## src/rtl/p2s_pkg.sv

```systemverilog
// Shared definitions for the p2s_tx serial framing transmitter and its s2p receiver.
package p2s_pkg;

   localparam int unsigned P2S_WIDTH_DEF = 8;

   typedef enum logic {
      P2S_IDLE  = 1'b0,
      P2S_SHIFT = 1'b1
   } p2s_state_e;

endpackage : p2s_pkg

```

## src/rtl/p2s_hold_reg.sv

```systemverilog
// One-word holding register: load a word, report full, release it on take.
module p2s_hold_reg #(
   parameter int unsigned WIDTH = 8
) (
   input  logic             clk,
   input  logic             reset_n,
   input  logic             load,
   input  logic [WIDTH-1:0] din,
   input  logic             take,
   output logic [WIDTH-1:0] dout,
   output logic             full
);

   always_ff @(posedge clk or negedge reset_n) begin
      if (!reset_n) begin
         dout <= '0;
         full <= 1'b0;
      end else if (load) begin
         dout <= din;
         full <= 1'b1;
      end else if (take) begin
         dout <= '0;
         full <= 1'b0;
      end
   end

endmodule : p2s_hold_reg

```

## src/rtl/p2s_tx.sv

```systemverilog
// Parallel-to-serial framing transmitter, MSB first, sync on the first bit of each frame.
// Optional one-word holding register enabled by defining P2S_HOLD_EN.
module p2s_tx
   import p2s_pkg::*;
#(
   parameter int unsigned WIDTH = P2S_WIDTH_DEF
) (
   input  logic             clk,
   input  logic             reset_n,
   input  logic [WIDTH-1:0] datain,
   input  logic             valid,
   output logic             ack,
   output logic             dataout,
   output logic             sync,
   output logic             busy
);

   localparam int unsigned CW = $clog2(WIDTH);

   p2s_state_e       state_q, state_d;
   logic [CW-1:0]    cnt_q, cnt_d;
   logic [WIDTH-1:0] sh_q, sh_d;
   logic             last;
   logic             xfer;

   assign last = (state_q == P2S_SHIFT) && (cnt_q == CW'(WIDTH - 1));
   assign xfer = valid && ack;

`ifdef P2S_HOLD_EN
   logic             hold_load;
   logic             hold_take;
   logic             hold_full;
   logic [WIDTH-1:0] hold_data;

   // Mid-frame transfers park in the hold; IDLE and last-bit transfers bypass it.
   assign hold_load = xfer && (state_q == P2S_SHIFT) && !last;
   assign ack       = !hold_full;

   p2s_hold_reg #(.WIDTH(WIDTH)) u_hold (
      .clk     (clk),
      .reset_n (reset_n),
      .load    (hold_load),
      .din     (datain),
      .take    (hold_take),
      .dout    (hold_data),
      .full    (hold_full)
   );
`else
   assign ack = (state_q == P2S_IDLE) || last;
`endif

   // Wire outputs are pure decodes of the state registers.
   assign busy    = (state_q == P2S_SHIFT);
   assign dataout = busy && sh_q[WIDTH-1];
   assign sync    = busy && (cnt_q == '0);

   always_ff @(posedge clk or negedge reset_n) begin
      if (!reset_n) begin
         state_q <= P2S_IDLE;
         cnt_q   <= '0;
         sh_q    <= '0;
      end else begin
         state_q <= state_d;
         cnt_q   <= cnt_d;
         sh_q    <= sh_d;
      end
   end

   always_comb begin
      state_d = state_q;
      cnt_d   = cnt_q;
      sh_d    = sh_q;
`ifdef P2S_HOLD_EN
      hold_take = 1'b0;
`endif
      case (state_q)
         P2S_IDLE: begin
            if (xfer) begin
               sh_d    = datain;
               cnt_d   = '0;
               state_d = P2S_SHIFT;
            end
         end
         P2S_SHIFT: begin
            sh_d  = {sh_q[WIDTH-2:0], 1'b0};
            cnt_d = cnt_q + CW'(1);
            if (last) begin
               cnt_d = '0;
`ifdef P2S_HOLD_EN
               if (hold_full) begin
                  sh_d      = hold_data;
                  hold_take = 1'b1;
               end else
`endif
               if (xfer) begin
                  sh_d = datain;
               end else begin
                  state_d = P2S_IDLE;
               end
            end
         end
         default: state_d = P2S_IDLE;
      endcase
   end

endmodule : p2s_tx

```

## config.mk

```make
export PLATFORM = sky130hd
export DESIGN_NAME = p2s_tx
export DESIGN_NICKNAME = d
export VERILOG_FILES = /design/src/rtl/p2s_pkg.sv /design/src/rtl/p2s_hold_reg.sv /design/src/rtl/p2s_tx.sv
export SDC_FILE = /design/constraint.sdc
export NUM_CORES = 1
export LEC_CHECK = 0
export ABC_CLOCK_PERIOD_IN_PS = 1300
export BUFFER_PORTS_ARGS = -buffer_cell sky130_fd_sc_hd__buf_2
export CORE_MARGIN = 1.5
export CORE_UTILIZATION = 46
export CTS_CLUSTER_SIZE = 28
export DETAILED_ROUTE_END_ITERATION = 8
export PLACE_DENSITY = 0.72
export SETUP_SLACK_MARGIN = 0.4
export SYNTH_ARGS = -nofsm -noshare
export SYNTH_HDL_FRONTEND = slang
export SYNTH_SLANG_ARGS = --single-unit
```

## constraint.sdc

```tcl
create_clock -name clk -period 1.3 [get_ports clk]
set_input_delay 0 -clock clk [delete_from_list [all_inputs] [get_ports clk]]
set_output_delay 0 -clock clk [all_outputs]
set_load 0.01 [all_outputs]
```

; Word-level counts from Yosys, hierarchy flattened
; Cells that the tools add are included.
[op_classes]
add_sub_neg = 1
n_eq_ne = 2
muxes = 10
bitwise = 1
n_reduce_logical = 6
[op_table]
columns = op, count
row1 = 8-bit 2-to-1 mux, 3
row2 = 8-bit one-hot mux with 2 select lines, 1
row3 = 3-bit 2-to-1 mux, 2
row4 = 3-bit one-hot mux with 2 select lines, 1
row5 = 1-bit logical AND, 4
row6 = 3-bit by 1-bit adder with 3-bit output (second input constant), 1
row7 = 3-bit equality test (second input constant), 1
row8 = 3-bit logical NOT, 1
row9 = 1-bit 2-to-1 mux, 2
row10 = 2-bit inequality test (second input constant), 1
row11 = 1-bit one-hot mux with 2 select lines, 1
row12 = 1-bit logical OR, 1
row13 = 1-bit NOT, 1
[word_totals]
register_bits = 12
inputBits = 11
out_inout_bits = 4
wordCells = 23

; Logic depth before layout (Yosys ltp)
; Gate-level depths: netlist (run 1).
[depth]
word_depth = 7
ltp_mapped = 5
depth_no_buf = 5

; Least setup slack after synthesis (run 1)
; No wires, ideal clock.
[synth_path]
path_kind = register to register
start = reg cnt_q[0]
end = reg sh_q[1]
setup_ns = 0.125
arrival_time_ns = 1.209
required_ns = 1.175
slack_ns = -0.034
stages_incl_launch_ff = 6
path_cell_list = dfrtp_1 > ha_1 > ha_1 > and3_1 > a31oi_1 > o21ai_1
[synth_between]
elab_chain_cells = 7
word_cells_on_any_way = 8
classes_between = eq/ne: 2 / mux: 3 / reduce/logical: 3
[synth_rtl]
columns = element, line
row1 = "start, declared", p2s_tx.sv:21  ; logic [CW-1:0] cnt_q, cnt_d;
row2 = "start signal, assigned", p2s_tx.sv:64  ; cnt_q <= cnt_d;
row3 = 3-bit equality test *, p2s_tx.sv:26  ; assign last = (state_q == P2S_SHIFT) && (cnt_q == CW'(WIDTH - 1));
row4 = 1-bit logical AND *, p2s_tx.sv:26
row5 = 1-bit logical OR, p2s_tx.sv:49  ; assign ack = (state_q == P2S_IDLE) || last;
row6 = 1-bit logical AND, p2s_tx.sv:27  ; assign xfer = valid && ack;
row7 = 8-bit 2-to-1 mux, p2s_tx.sv:95  ; if (xfer) begin
row8 = 8-bit 2-to-1 mux, p2s_tx.sv:87  ; if (last) begin
row9 = 8-bit one-hot mux with 2 select lines, p2s_tx.sv:76  ; case (state_q)
row10 = "end signal, assigned", p2s_tx.sv:61  ; sh_q <= '0;
row11 = "end signal, assigned", p2s_tx.sv:65  ; sh_q <= sh_d;
row12 = "end, declared", p2s_tx.sv:22  ; logic [WIDTH-1:0] sh_q, sh_d;
; Every way passes the cells marked *; elsewhere a longest branch is shown, timed or not.
; A chain may end at the register's enable or synchronous reset.

; Worst setup path after layout (run 1)
[layout_path]
start = reg cnt_q[1]
end = reg sh_q[6]
; The elaborated chain is that of the path after synthesis.

==> impl_metrics.env, run 1 <==
export IMPL_port_buffer_count=14
export IMPL_violations="negative setup slack"
export IMPL_wire_per_inst_um=13.92
export IMPL_placed_area_um2=763.2
export IMPL_reg2reg_from="cnt_q[1]"
export IMPL_die_y_um=41.50
export IMPL_cts_tree="yes"
export IMPL_tightest_slew_ns=0.4339
export IMPL_synth_edff_count=0
export IMPL_num_nets_final=107
export IMPL_synth_largest_area_cell="dfrtp_1"
export IMPL_synth_area_um2=681.9
export IMPL_reg2reg_depth=6
export IMPL_die_area_um2=1722
export IMPL_io_pins=15
export IMPL_cp_max_fo=5
export IMPL_tns_ns=-0.3780
export IMPL_leakagePower_nw=0.4799
export IMPL_finalMaxSlewViolations=0
export IMPL_ant_nets=0
export IMPL_final_util_pct=70.45
export IMPL_holdWs_ns=0.007561
export IMPL_power_density_nw_per_um2=1979
export IMPL_holdPathEnd="sh_q[5]"
export IMPL_vdd_ir_drop_max_mv=1.295
export IMPL_cap_violations=0
export IMPL_crit_path_start="cnt_q[1]"
export IMPL_synth_warnings=0
export IMPL_fin_skew_ns=0.008586
export IMPL_pwr_share_seq_pct=33.1
export IMPL_routed_wl_mm=1.476
export IMPL_clock_fmax_mhz=730.6
export IMPL_hold_viol=0
export IMPL_period_share_pct=105.3
export IMPL_ys_seq_area_share_pct=44.04
export IMPL_hold_start="datain[5]"
export IMPL_fp_row_count=13
export IMPL_hold_class="input port to flop"
export IMPL_p_total_mw=1.859
export IMPL_drtPass1Iterations=4
export IMPL_rsz0062_at_grt="true"
export IMPL_worstHoldPathCells=3
export IMPL_synth_cells=64
export IMPL_die_x_um=41.50
export IMPL_regToRegSetupSlack_ns=-0.07
export IMPL_synthTopCellsByArea="dfrtp_1 (44%), mux2i_1 (12%), o21ai_1 (6.6%)"
export IMPL_fin_area_um2=939.7
export IMPL_drc=0
export IMPL_num_vias=579
export IMPL_crit_required_ns=1.45
export IMPL_grt_max_degree=20
export IMPL_final_cell_mix="buf_2 (12), dfrtp_1 (11), mux2i_1 (8), o21ai_1 (8)"
export IMPL_viasPerCell=5.462
export IMPL_gp_congestion=0.7842
export IMPL_p_switching_uw=645.0
export IMPL_outcome="complete, but fails checks"
export IMPL_diodes=0
export IMPL_drive_above_1_share_pct=48.35
export IMPL_grt_usage_pct=18.01
export IMPL_start_kind="flop"
export IMPL_final_common_cell="buf_2"
export IMPL_place_hpwl_um=918.4
export IMPL_core_area_um2=1334
export IMPL_overflow=0
export IMPL_setup_slack_ns=-0.06880
export IMPL_finalNonFillerCells=106
export IMPL_syn_num_nets=78
export IMPL_setup_viol=7
export IMPL_cts_made_buffers=3
export IMPL_grt_pass1_wl_mm=2.401
export IMPL_p_comb_share_pct=54.6
export IMPL_syn2layout_area_growth_pct=37.80
export IMPL_clk_pin_slew_ns=0.08
export IMPL_placed_cells=92
export IMPL_cts_root_buf="clkbuf_4"
export IMPL_min_period_ns=1.369
export IMPL_synth_seq_cells=12
export IMPL_slew_headroom_pct=71.08
export IMPL_p_int_mw=1.214
export IMPL_synth_cell_types=20
export IMPL_clkPwrFrac_pct=12.4
export IMPL_crit_arrival_ns=1.52
export IMPL_crit_type="flop to flop"
export IMPL_insertion_delay_ns=0.28
export IMPL_p_sw_share_pct=34.70
export IMPL_start_util_pct=51.13
export IMPL_cts_buffer_depth=2
export IMPL_cts_sinks=12
export IMPL_drt_iter0_markers=17
export IMPL_syn_avg_cell_area_um2=10.65
export IMPL_rr_endpoint="sh_q[6]"
export IMPL_grt_pass1_vias=534
export IMPL_synth_ff_type="dfrtp_1"
export IMPL_dpl_worst_slack_ns=0.02850
export IMPL_crit_path_end_kind="flop"
export IMPL_h_tree_depth=1
export IMPL_synth_async_reset_ratio_pct=100.0
export IMPL_yosysTopAreaCellShare_pct=44.04
export IMPL_antenna_found_initial=0
-- registers in the layout, indices dropped and copies added, names as in the netlist --
name and cells:
busy 1, cnt_q 3, sh_q 8
-- routing by layer --
layer / vias up / track usage [%] / share of wire [%]
met2: 11 / 26.25 / 50
met5: - / 0 / 0
met3: 2 / 4.348 / 3.3
met1: 276 / 25.35 / 46
met4: 0 / 7.742 / 1.2
li1: 290 / - / -
-- worst max-delay path, stage by stage, from the launching register on --
cell	delay (ns)
dfrtp_1	0.39
ha_2	0.20
ha_4	0.18
buf_4	0.13
and3_1	0.13
a31oi_1	0.13
o21ai_1	0.09
-- cell usage after synthesis, types with 2 or more instances --
| cell type | instances |
|---|---|
| dfrtp_1 | 12 |
| o21ai_1 | 9 |
| mux2i_1 | 8 |
| a31oi_1 | 7 |
| and3_1 | 7 |
| ha_1 | 3 |
| a22o_1 | 2 |
| buf_6 | 2 |
| inv_1 | 2 |
| nand2_1 | 2 |
-- power groups by stage --
| stage | clock network, mW | logic (mW) | registers [mW] |
|---|---|---|---|
| global route | 0.256 | 1.12 | 0.629 |
| floorplan | 0 | 0.472 | 0.601 |
| global placement | 0 | 0.623 | 0.618 |
| CTS | 0.238 | 0.804 | 0.609 |
| detailed placement | 0 | 0.641 | 0.620 |
| finish | 0.230 | 1.01 | 0.615 |
-- worst max path at each step --
| stage | slack, ns | depth (start not counted) | end |
|---|---|---|---|
| floorplan | 0.10 | 5 | sh_q[1] |
| global placement | 0.05 | 5 | sh_q[1] |
| detailed placement | 0.03 | 5 | sh_q[4] |
| CTS | -0.05 | 6 | sh_q[5] |
| global route | -0.16 | 6 | sh_q[3] |
| finish | -0.07 | 6 | sh_q[6] |
-- timing repair --
action,in CTS,in global routing
gates resized for setup,9,11
hold endpoints to repair,13,0
buffers inserted,5,4
gates cloned,0,0
setup endpoints to repair,15,15
pin swaps,4,3
hold buffers,2,0
-- area by class of cell --
class,count,area [um2]
Clock buffer,3,22.52
Multi-Input combinational cell,45,371.6
Inverter,3,13.76
Tap cell,15,18.77
Sequential cell,12,301.5
Timing Repair Buffer,28,211.5
Fill cell,112,394.1
-- cells by family after synthesis --
family,after synthesis,synth area share [%]
AND/OR/NAND/NOR,16,14.50
flip-flops,12,44.04
adder cells (fa/ha/maj),3,5.505
buffers and inverters,7,8.623
AO/OA/AOI/OAI,18,15.60
multiplexers,8,11.74
No activity file was read; power rests on OpenSTA's default activity.
==> inputs of run 2 (changes only) <==
Settings changed: PLACE_DENSITY 0.72 to 0.82, REMOVE_ABC_BUFFERS from default to 1.
==> run 2 against run 1 <==
Against the previous run:
- the run still ends with negative setup slack left
- sequential power is essentially flat
- worst setup slack lost 0.019 ns
- design area grew 1.2%
- register-to-register slack lost 0.02 ns
- total power grew 0.64%
- fmax shrank 1.4%
- flip-flop and latch count is the same
==> impl_metrics.env, run 2 (synthesized netlist as in run 1, its figures left out) <==
export IMPL_violations="negative setup slack"
export IMPL_cts_root_buf="clkbuf_4"
export IMPL_setup_viol=9
export IMPL_gp_congestion=0.8063
export IMPL_core_area_um2=1334
export IMPL_crit_arrival_ns=1.56
export IMPL_drtPass1Iterations=4
export IMPL_cp_cell_sequence="ha_2 -> ha_4 -> buf_6 -> and3_4 -> a31oi_1 -> o21ai_1"
export IMPL_grt_max_degree=20
export IMPL_grt_usage_pct=19.18
export IMPL_ant_nets=0
export IMPL_die_y_um=41.50
export IMPL_h_tree_depth=1
export IMPL_fin_skew_ns=0.002585
export IMPL_die_x_um=41.50
export IMPL_slew_headroom_pct=72.30
export IMPL_cp_slowest_cell="dfrtp_1"
export IMPL_hold_class="input port to flop"
export IMPL_outcome="complete, but fails checks"
export IMPL_insertion_delay_ns=0.28
export IMPL_wire_per_inst_um=15.06
export IMPL_crit_path_max_incr_delay_ns=0.40
export IMPL_cts_made_buffers=3
export IMPL_final_util_pct=71.29
export IMPL_fillCellCount=91
export IMPL_start_util_pct=51.13
export IMPL_diodes=0
export IMPL_drc=0
export IMPL_cp_max_fo=6
export IMPL_largest_reg_flops=8
export IMPL_power_density_nw_per_um2=1968
export IMPL_crit_required_ns=1.47
export IMPL_vdd_ir_drop_max_mv=0.9584
export IMPL_die_area_um2=1722
export IMPL_port_buffer_count=14
export IMPL_period_share_pct=106.8
export IMPL_place_hpwl_um=860.1
export IMPL_placed_cells=93
export IMPL_routed_wl_mm=1.626
export IMPL_cap_violations=0
export IMPL_finalNonFillerCells=108
export IMPL_setup_slack_ns=-0.08810
export IMPL_top_register="sh_q"
export IMPL_fp_row_count=13
export IMPL_viasPerCell=5.731
export IMPL_io_pins=15
export IMPL_cts_tree="yes"
export IMPL_holdWs_ns=0.003306
export IMPL_cts_sinks=12
export IMPL_grt_pass1_vias=573
export IMPL_tightest_slew_ns=0.4156
export IMPL_crit_type="flop to flop"
export IMPL_num_vias=619
export IMPL_grt_pass1_wl_mm=2.497
export IMPL_min_period_ns=1.388
export IMPL_drive_above_1_share_pct=44.09
export IMPL_clock_fmax_mhz=720.4
export IMPL_num_nets_final=108
export IMPL_clk_pin_slew_ns=0.08
export IMPL_cts_buffer_depth=2
export IMPL_overflow=0
export IMPL_finalMaxSlewViolations=0
export IMPL_drt_iter0_markers=10
export IMPL_antenna_found_initial=0
export IMPL_hold_viol=0
export IMPL_crit_path_end_kind="flop"
export IMPL_final_cell_mix="dfrtp_1 (11), buf_2 (11), mux2i_1 (8), o21ai_1 (8), buf_4 (8)"
export IMPL_rsz0062_at_grt="true"
export IMPL_syn2layout_area_growth_pct=39.45
export IMPL_start_kind="flop"
export IMPL_leakagePower_nw=0.4944
export IMPL_tns_ns=-0.6212
run 2: cell type report:
class	instances	area, um2	area share, %
clock buffers	4	36.28	3.816
inverters	3	11.26	1.184
multi-input cells	45	359.1	37.76
flip-flops and latches	12	301.5	31.71
well taps	15	18.77	1.974
repair buffers	29	224.0	23.55
run 2: path summary, 6_finish.rpt:
| kind | slack, ns | depth (start not counted) | end | from |
|---|---|---|---|---|
| setup / recovery | -0.09 | 6 | sh_q[5] | cnt_q[0] |
| hold / removal | 0.003 | 3 | sh_q[7] | datain[7] |
| setup reg to reg | -0.09 | 6 | sh_q[5] | cnt_q[0] |
| hold reg to reg | 0.54 | 2 | sh_q[5] | sh_q[4] |
| max in group asynchronous | 0.94 | 2 | busy | reset_n |
| min in group asynchronous | 0.12 | 2 | sh_q[0] | reset_n |
run 2: layer usage:
layer  part of all wire [%]  vias to the layer above  global-route usage (%)  routed length, um
li1                       -                      291                       -                  -
met1                     41                      302                   23.61                669
met2                     52                       21                   29.38                846
met3                    4.9                        5                   6.087                 79
met4                    1.8                        0                   10.97                 30
met5                      0                        -                       0                  0
run 2: metrics by stage:
step | setup WS, ns | instance area [um2] | power, mW
2_1_floorplan | -0.04983 | 634.4 | 0.9865
3_3_place_gp | -0.06884 | 753.2 | 1.200
3_5_place_dp | -0.1318 | 753.2 | 1.219
4_1_cts | -0.06488 | 898.4 | 1.712
5_1_grt | -0.1453 | 950.9 | 1.988
6_report | -0.08810 | 950.9 | 1.871
run 2: power by group:
group	switching (mW)	internal [mW]
sequential	0.102	0.514
clock	0.143	0.171
combinational	0.404	0.537
run 2: what timing repair did:
action	4_1_cts	5_1_grt
resized for setup	9	9
hold endpoints to repair	14	0
hold buffers	3	0
pin swaps	5	0
buffers inserted	6	2
gates cloned	0	0
endpoints found under the setup margin	15	16
run 2: worst max-delay path, delay by kind of cell (launching register included):
family / cells / cell delay [ns]
AO/OA/AOI/OAI: 2 / 0.22
AND/OR/NAND/NOR: 1 / 0.14
adder cells (fa/ha/maj): 2 / 0.39
buffers and inverters: 1 / 0.13
flip-flops: 1 / 0.40
==> inputs of run 3 (changes only) <==
Settings changed: BUFFER_PORTS_ARGS -buffer_cell sky130_fd_sc_hd__buf_2 to default, CORE_UTILIZATION 46 to 48, DONT_BUFFER_PORTS from default to 1, PLACE_DENSITY 0.82 to 0.75.
==> run 3 against run 2 <==
Against the previous run:
- the flow finishes with violations (negative hold slack, negative setup slack)
- via count fell by 7.3%
- die area is 3.9% lower
- critical path depth is 1 lower
- register-to-register slack about the same
- clock power is essentially flat
- count of clock-buffer cells in the layout stayed put
- fmax fell by 0.97%
- combinational power down 2%
- design area increased by 0.26%
- wire length fell by 4.2%
- total power is 0.79% lower
- largest cell class unchanged
- largest power group unchanged
==> impl_metrics.env, run 3 (synthesized netlist as in run 1, its figures left out) <==
export IMPL_place_hpwl_um=897
export IMPL_drive_above_1_share_pct=35.71
export IMPL_crit_required_ns=1.30
export IMPL_cap_violations=0
export IMPL_rr_endpoint="sh_q[2]"
export IMPL_overflow=0
export IMPL_crit_path_start="cnt_q[0]"
export IMPL_grt_max_degree=20
export IMPL_clk_pin_slew_ns=0.08
export IMPL_die_x_um=40.69
export IMPL_cts_root_buf="clkbuf_4"
export IMPL_min_period_ns=1.402
export IMPL_setup_slack_ns=-0.1017
export IMPL_final_util_pct=72.36
export IMPL_p_int_mw=1.209
export IMPL_num_vias=574
export IMPL_grt_usage_pct=21.22
export IMPL_cts_sinks=12
export IMPL_fillCellCount=89
export IMPL_diodes=0
export IMPL_ant_nets=0
export IMPL_start_kind="flop"
export IMPL_grt_pass1_vias=487
export IMPL_pwr_share_seq_pct=33.4
export IMPL_drt_iter0_markers=12
export IMPL_p_switching_uw=647.2
export IMPL_routed_wl_mm=1.558
export IMPL_final_cell_mix="dfrtp_1 (12), dlygate4sd3_1 (10), mux2i_1 (8), o21ai_1 (8), a31oi_1 (7)"
export IMPL_final_common_cell="dfrtp_1"
export IMPL_crit_path_end_kind="output pin"
export IMPL_slew_headroom_pct=56.84
export IMPL_top_register="sh_q"
export IMPL_port_buffer_count=0
export IMPL_core_area_um2=1318
export IMPL_tightest_slew_ns=0.6453
export IMPL_largest_reg_flops=8
export IMPL_period_share_pct=107.8
export IMPL_dpl_worst_slack_ns=-0.1536
export IMPL_hold_viol=5
export IMPL_wire_per_inst_um=15.74
export IMPL_leakagePower_nw=0.4551
export IMPL_violations="negative hold slack, negative setup slack"
export IMPL_gp_congestion=0.7129
export IMPL_hold_start="valid"
export IMPL_p_comb_share_pct=49.7
export IMPL_crit_arrival_ns=1.40
export IMPL_setup_viol=7
export IMPL_io_pins=15
export IMPL_p_sw_share_pct=34.87
export IMPL_grt_pass1_wl_mm=2.152
export IMPL_cts_made_buffers=3
export IMPL_cts_buffer_depth=2
export IMPL_crit_type="flop to output pin"
export IMPL_drc=0
export IMPL_clkPwrFrac_pct=16.9
export IMPL_finalMaxSlewViolations=0
export IMPL_endpoint="ack"
export IMPL_vdd_ir_drop_max_mv=1.344
export IMPL_hold_class="input port to flop"
export IMPL_fin_area_um2=953.4
export IMPL_h_tree_depth=1
export IMPL_outcome="complete, but fails checks"
export IMPL_reg2reg_depth=6
export IMPL_power_density_nw_per_um2=1947
export IMPL_drtPass1Iterations=4
export IMPL_antenna_found_initial=0
export IMPL_num_nets_final=99
export IMPL_rsz0062_at_grt="true"
export IMPL_reg2reg_from="cnt_q[0]"
export IMPL_syn2layout_area_growth_pct=39.82
export IMPL_clock_fmax_mhz=713.4
export IMPL_start_util_pct=51.76
export IMPL_fin_skew_ns=0.0005354
export IMPL_cts_tree="yes"
export IMPL_regToRegSetupSlack_ns=-0.08
export IMPL_fp_row_count=13
export IMPL_viasPerCell=5.798
export IMPL_placed_area_um2=690.7
export IMPL_die_area_um2=1656
export IMPL_cp_max_fo=6
export IMPL_holdWs_ns=-0.01749
export IMPL_die_y_um=40.69
export IMPL_insertion_delay_ns=0.28
[run 3: cell count changes in the layout (fill, tap and decap cells not counted), moves of 2 or more]
cell           delta
inv_2             +2
buf_2            -11
dlygate4sd3_1     +7
inv_1             -2
buf_4             -5
[run 3: critical path, stage by stage (launching register included)]
cell and delay (ns):
dfrtp_1 0.40, ha_2 0.19, ha_4 0.19, nor2b_4 0.14, inv_2 0.07, buf_6 0.12
[run 3: per-stage QoR]
step / instances / power [mW] / hold slack (ns) / TNS [ns]
6_report: 99 / 1.856 / -0.01749 / -0.4632
5_1_grt: 99 / 1.976 / 0.002797 / -0.9678
4_1_cts: 95 / 1.695 / -0.1809 / -0.3252
3_5_place_dp: 80 / 1.185 / -0.2954 / -0.9734
3_3_place_gp: 80 / 1.154 / -0.2954 / -0.5722
2_1_floorplan: 60 / 0.9865 / -0.2956 / -0.3488
[run 3: power by group through the flow]
stage	sequential (mW)	clock, mW	combinational [mW]
after floorplan	0.614	0	0.372
after global placement	0.591	0	0.563
after detailed placement	0.598	0	0.587
after CTS	0.606	0.316	0.773
after global routing	0.632	0.328	1.02
final	0.620	0.314	0.923
[run 3: worst min path at each step]
stage,end,depth (start not counted),slack [ns]
after floorplan,busy,0,-0.30
after global placement,sh_q[4],0,-0.30
after global routing,sh_q[2],3,0.003
after detailed placement,sh_q[3],0,-0.30
final,sh_q[7],3,-0.02
after CTS,busy,1,-0.18
[run 3: area by class of cell]
cell class                      count  area (um2)  area share (%)
Timing Repair Buffer               20       210.2           22.05
Tap cell                           15       18.77           1.969
Sequential cell                    12       300.3           31.50
Inverter                            3       11.26           1.181
Multi-Input combinational cell     45       376.6           39.50
Clock buffer                        4       36.28           3.806
[run 3: repair_timing]
| action | CTS | global route |
|---|---|---|
| hold endpoints to repair | 24 | 12 |
| pin swaps | 4 | 5 |
| setup buffers | 3 | 2 |
| hold buffers | 8 | 2 |
| resized for setup | 11 | 11 |
| setup endpoints to repair | 15 | 15 |
[run 3: routing by layer]
| layer | GRT usage, % | part of all wire [%] | routed length, um |
|---|---|---|---|
| met3 | 4.891 | 5.2 | 81 |
| met4 | 12.50 | 1.6 | 25 |
| met2 | 32.94 | 49 | 762 |
| met5 | 0 | 0 | 0 |
| met1 | 26.83 | 44 | 688 |
